$ cat config.mk
export PLATFORM = sky130hd
export DESIGN_NAME = apu_dma
export DESIGN_NICKNAME = d
export VERILOG_FILES = /design/src/rtl/apu_dma_pkg.sv /design/src/rtl/apu_dma.sv
export SDC_FILE = /design/constraint.sdc
export NUM_CORES = 1
export LEC_CHECK = 0
export CORE_MARGIN = 3
export CORE_UTILIZATION = 30
export CTS_CLUSTER_SIZE = 8
export DETAILED_ROUTE_END_ITERATION = 16
export PLACE_DENSITY = 0.63
export REMOVE_ABC_BUFFERS = 1
export SYNTH_ARGS = -nofsm -noshare
export SYNTH_HDL_FRONTEND = slang
export SYNTH_SLANG_ARGS = --single-unit
$ cat constraint.sdc
create_clock -name clk -period 5.9 [get_ports clk]
set_input_delay 0.59 -clock clk [delete_from_list [all_inputs] [get_ports clk]]
set_output_delay 0.59 -clock clk [all_outputs]
set_load 0.02 [all_outputs]
$ cat src/rtl/apu_dma_pkg.sv
// rtl/apu_dma_pkg.sv - shared state type and defaults for the APU DMA responder
package apu_dma_pkg;

    typedef enum logic [2:0] {
        ST_IDLE,
        ST_HALT,
        ST_DUMMY,
        ST_ALIGN,
        ST_OAM_GET,
        ST_OAM_PUT,
        ST_DMC_GET
    } dma_state_t;

    localparam logic [4:0]  OAM_TRIG_OFS      = 5'h14;
    localparam logic [15:0] OAM_DATA_ADDR_DEF = 16'h2004;
    localparam int          DMC_LOCKOUT_DEF   = 2;

endpackage

$ cat src/rtl/apu_dma.sv
// rtl/apu_dma.sv - DMC sample-fetch and OAM DMA responder: halts the CPU, owns the bus, returns it
module apu_dma
    import apu_dma_pkg::*;
#(
    parameter logic [15:0] OAM_DATA_ADDR = OAM_DATA_ADDR_DEF,
    parameter int          DMC_LOCKOUT   = DMC_LOCKOUT_DEF
) (
    input  logic        clk,
    input  logic        rst,
    input  logic        apu_cycle,
    input  logic [4:0]  apu_addr,
    input  logic        apu_wr,
    input  logic [7:0]  data_in,
    input  logic        cpu_rw,
    output logic        cpu_rdy,
    input  logic        dma_req,
    input  logic [15:0] dma_address,
    output logic        dma_active,
    output logic        bus_own,
    output logic [15:0] bus_addr,
    output logic        bus_wr,
    output logic [7:0]  bus_dout
);

    dma_state_t state, state_n;
    dma_state_t first_get, realign;
    logic [7:0] page, idx, idx_n;
    logic       oam_pend, oam_pend_n;
    logic [3:0] lockout;
    logic       dmc_trig, oam_trig;

    // A DMC read already on the bus must not count as a fresh request.
    assign dmc_trig = dma_req && (lockout == 4'd0) && (state != ST_DMC_GET);
    assign oam_trig = apu_wr && (apu_addr == OAM_TRIG_OFS) && !oam_pend;

    always_comb begin
        state_n    = state;
        idx_n      = idx;
        oam_pend_n = oam_pend | oam_trig;
        first_get  = dmc_trig ? ST_DMC_GET : ST_OAM_GET;
        // apu_cycle alternates, so a put cycle now means the next clk is a get.
        realign    = apu_cycle ? ST_ALIGN : first_get;

        case (state)
            ST_IDLE: begin
                if (dmc_trig || oam_pend || oam_trig)
                    state_n = ST_HALT;
            end
            ST_HALT: begin
                if (!dmc_trig && !oam_pend)
                    state_n = ST_IDLE;
                else if (cpu_rw)
                    state_n = oam_pend ? realign : ST_DUMMY;
            end
            ST_DUMMY, ST_ALIGN: begin
                if (!dmc_trig && !oam_pend)
                    state_n = ST_IDLE;
                else
                    state_n = realign;
            end
            ST_DMC_GET: begin
                state_n = oam_pend ? realign : ST_IDLE;
            end
            ST_OAM_GET: begin
                state_n = ST_OAM_PUT;
            end
            ST_OAM_PUT: begin
                idx_n = idx + 8'd1;
                if (idx == 8'hFF) begin
                    oam_pend_n = 1'b0;
                    state_n    = dmc_trig ? realign : ST_IDLE;
                end else begin
                    state_n = realign;
                end
            end
            default: state_n = ST_IDLE;
        endcase
    end

    always_ff @(posedge clk or posedge rst) begin
        if (rst) begin
            state      <= ST_IDLE;
            idx        <= 8'd0;
            page       <= 8'd0;
            oam_pend   <= 1'b0;
            lockout    <= 4'd0;
            cpu_rdy    <= 1'b1;
            dma_active <= 1'b0;
            bus_own    <= 1'b0;
            bus_wr     <= 1'b0;
            bus_addr   <= 16'd0;
            bus_dout   <= 8'd0;
        end else begin
            state    <= state_n;
            idx      <= idx_n;
            oam_pend <= oam_pend_n;
            if (oam_trig)
                page <= data_in;

            if (state == ST_DMC_GET)
                lockout <= 4'(DMC_LOCKOUT);
            else if (lockout != 4'd0)
                lockout <= lockout - 4'd1;

            // Outputs are decoded from the next state so they line up with the state's own clk.
            cpu_rdy    <= (state_n == ST_IDLE);
            dma_active <= (state_n == ST_DMC_GET);
            bus_own    <= (state_n inside {ST_OAM_GET, ST_OAM_PUT, ST_DMC_GET});
            bus_wr     <= (state_n == ST_OAM_PUT);
            case (state_n)
                ST_DMC_GET: bus_addr <= dma_address;
                ST_OAM_GET: bus_addr <= {page, idx_n};
                ST_OAM_PUT: bus_addr <= OAM_DATA_ADDR;
                default:    bus_addr <= 16'd0;
            endcase

            if (state == ST_OAM_GET)
                bus_dout <= data_in;
        end
    end

endmodule

==> results.md <==
- Start point of the worst min-delay path: idx[7]
- Inserted Diodes: 0
- Ordered cell list for the critical path: inv_1 -> ha_1 -> and4bb_4 -> a211oi_2 -> nor2_1 -> o2bb2ai_2 -> buf_4 -> mux2i_1 -> nor2_4
- Total number of nets in the final design: 290
- PortBufs: just over 60
- Leading register cell type out of synthesis: sky130_fd_sc_hd__dfrtp_1
- Max Freq: 392 MHz
- Total global routing track utilization: a little under an eighth
- Number of warnings issued by yosys: 0
- Crit-path slowest cell: sky130_fd_sc_hd__o2bb2ai_2
- Element type at the critical path start: flip-flop
- Antenna violation net count after detailed routing: 0
- Area after DPL: 3110 um2
- Kind of capture point of the worst setup path: flip-flop
- Largest net degree at the start of global routing: 53
- Launch point of the worst reg-to-reg path: lockout[1]
- Post-synthesis cell area: about 2400 um2
- Path type of the worst setup path: reg2reg
- Worst path bufs/invs: 2
- Total internal power: between 800 and 900 uW
- Clock transition at the register clock pins on the worst setup and hold paths after CTS: roughly 90 ps
- Die outline height: 95.7 um
- Syn_area_per_cell: between 10 and 15 um2
- Sequential element share of the synthesized area: a little over half
- Global-route wire length before repair: around 8400 um
- Synth Area in Simple Gates: about 16%
- Total congestion overflow: 0
- Areal power density over the cells: approximately 410 nW/um2
- Number of max-cap violations: 0
- Proportion of synthesized flip-flops having asynchronous set or reset: 100%
- Class of the tightest hold or removal check: reg2reg
- Final core utilization: a little over 40%
- Max-slew violation count: 0
- Maximum clock insertion buffer count: 2
- Routed wire length: between 5000 and 6000 um
- Clk root buf: sky130_fd_sc_hd__clkbuf_8
- Post-synthesis compound-gate area fraction: under 10%
- H-Tree Level Count: 2
- P&R area growth vs syn: 32.7%
- Largest family of logic cells by synthesized area: simple AND/OR/NAND/NOR gates
- Combinational group share of total power: 43.7%
- Switching power: 489 uW
- Critical Path Start: lockout[1]
- Vias after detailed routing: 1645
- Final Setup Violations: 0
- Syn Inst Count: 190
- Crit path DAT: 2730 ps
- Most used cells in the layout excluding fill and tap cells: 62 x sky130_fd_sc_hd__clkdlybuf4s50_1, 51 x sky130_fd_sc_hd__dfrtp_1, 17 x sky130_fd_sc_hd__mux2_2
- Share of cells above drive strength 1: 19.3%
- HPWL Detailed: between 3000 and 4000 um
- Row cnt: 32
- Portion of the clock cycle consumed by the worst path in the final layout: 43.2%
- Switching power share of the total: between 30% and 40%
- Total of cells resized after clock tree synthesis: 0
- Top cell family by delay on the critical path: compound AO/OA/AOI/OAI gates
- Unrepaired setup endpoints after global routing: no
- Routability Congestion: between 0.7 and 0.8
- Reg-to-reg slack, setup: roughly 3300 ps
- Synth Register Bits: 52
- Final sum of negative setup slack: 0 ps
- Time the worst path needs with I/O delays and setup: 2550 ps
- Detail-routed via count per cell: between 4 and 5
- Count of pins on the block boundary: 63
- Via count of the first global-routing pass: approximately 1800
- Detailed Route Iter0 Violations: 45
- Synthesized-area fraction occupied by xor and xnor cells: approximately 2.9%
- Worst skew pair latency: 300 ps
- Remaining max-slew budget at the tightest pin: approximately a fifth
- Share of cell area taken by muxes after synthesis: 13.8%
- Area of the core region: about 7800 um2
- Hold violation count in the final report: 0
- Effective utilization at floorplan: a little under a third
- Initial antenna violation count: 0
- Result of the run: complete, no violations
- Total leakage power: about 1.4 nW
- TritonCTS clock tree: built
- Max rail drop VDD: slightly above 0.2 mV
- Clk network pwr share: between 10% and 20%
- Final Skew: between 5 and 6 ps
- Chip Width: between 90 and 100 um
- Maximum fanout encountered on the critical timing path: 14
- Number of sinks handled by clock tree synthesis: 52
- Least-Margin Pin Slew: between 1000 and 1500 ps
- Hold buffer count at cts: 0
- Post-synth EDFFs: 0
- Largest stage delay, worst path: between 400 and 500 ps
- Most common cell after layout, fill and taps aside: sky130_fd_sc_hd__clkdlybuf4s50_1
- Post-route cell area: approximately 3200 um2
- Part of the power in registers: 40.5%
- Number of search-and-repair iterations in the first detailed-routing pass: 4
- Data required time at the worst endpoint: between 6000 and 7000 ps
- Per-cell routed wire length: ~14 um
- Number of buffers created by CTS: 5
- Number of distinct standard cells referenced by the synthesized netlist: 48
- Synthesized-area fraction occupied by adder cells: around 1.0%
- Number of setup buffers added after CTS: 0
- Number of remaining DRC errors: 0
- Die area: ~9100 um2
[synth_stat cells (3+ instances only)]
cell                      instances  area share (%)
sky130_fd_sc_hd__nor2b_1          3            0.78
sky130_fd_sc_hd__buf_2            4            0.83
sky130_fd_sc_hd__nor2_1          13             2.0
sky130_fd_sc_hd__a21oi_1          5             1.0
sky130_fd_sc_hd__nand2_1          8             1.2
sky130_fd_sc_hd__mux2_2          17             7.9
sky130_fd_sc_hd__dfrtp_1         51              53
sky130_fd_sc_hd__nand3_1          6             1.2
sky130_fd_sc_hd__nor2_4           9             4.2
sky130_fd_sc_hd__xor2_1           4             1.5
sky130_fd_sc_hd__xnor2_1          4             1.5
sky130_fd_sc_hd__inv_1            8             1.2
sky130_fd_sc_hd__mux2i_1         14             5.8
[metal layers]
metal	routed length, um	track usage (%)	part of all wire (%)	vias to the layer above
met1	2250	14.5	44	802
met5	0	0	0	-
met4	43	3.91	0.84	0
met3	298	3.00	5.8	4
li1	-	-	-	786
met2	2500	20.7	49	53
[through the flow]
step	hold WS [ps]	setup slack, ps	std cells	power (mW)
after floorplan	457	3460	182	0.911
after global placement	487	3080	348	1.12
after detailed placement	492	3030	348	1.13
after CTS	512	3350	356	1.34
after global routing	529	3180	356	1.42
final	511	3350	356	1.32
[area by class of cell]
class / count / area, um2
clock buffer: 6 / 82.6
clock inverter: 2 / 10.0
fill: 763 / 4570
inverter: 8 / 30.0
multi-input combinational: 122 / 1010
sequential: 52 / 1300
tap: 102 / 128
timing repair buffer: 64 / 636
[final timing paths]
check,end,cells past startpoint
setup / recovery,bus_addr[10],9
hold / removal,idx[7],1
setup reg to reg,bus_addr[10],9
hold reg to reg,idx[7],1
max in group asynchronous,bus_addr[11],3
min in group asynchronous,bus_dout[1],3
[state kept, by name, summed over array words and instances (netlist names)]
| signal | count |
|---|---|
| bus_addr | 16 |
| bus_dout | 8 |
| idx | 8 |
| page | 8 |
| lockout | 4 |
| state | 3 |
| bus_own | 1 |
| bus_wr | 1 |
| cpu_rdy | 1 |
| dma_active | 1 |
| oam_pend | 1 |
[worst register-to-register path, delay by kind of cell, from the launching register on]
| kind | cells | cell delay (ps) |
|---|---|---|
| AND/OR/NAND/NOR | 3 | 360 |
| multiplexers | 1 | 320 |
| adder cells (fa/ha/maj) | 1 | 230 |
| buffers and inverters | 2 | 400 |
| AO/OA/AOI/OAI | 2 | 740 |
| flip-flops | 1 | 380 |
[kinds of logic (layout without fill, tap and decap cells)]
logic type | after synthesis | in the layout
buffers and inverters | 16 | 80
flip-flops | 52 | 52
AO/OA/AOI/OAI | 21 | 21
multiplexers | 31 | 31
AND/OR/NAND/NOR | 60 | 60
XOR/XNOR | 8 | 8
adder cells (fa/ha/maj) | 2 | 2
[power groups by stage]
stage          clock [mW]  sequential, mW  combinational, mW
5_1_grt             0.234           0.553              0.632
4_1_cts             0.218           0.538              0.589
2_1_floorplan           0           0.598              0.314
6_report            0.209           0.537              0.578
3_3_place_gp            0           0.540              0.576
3_5_place_dp            0           0.545              0.586
(Power assumes the default switching activity.)
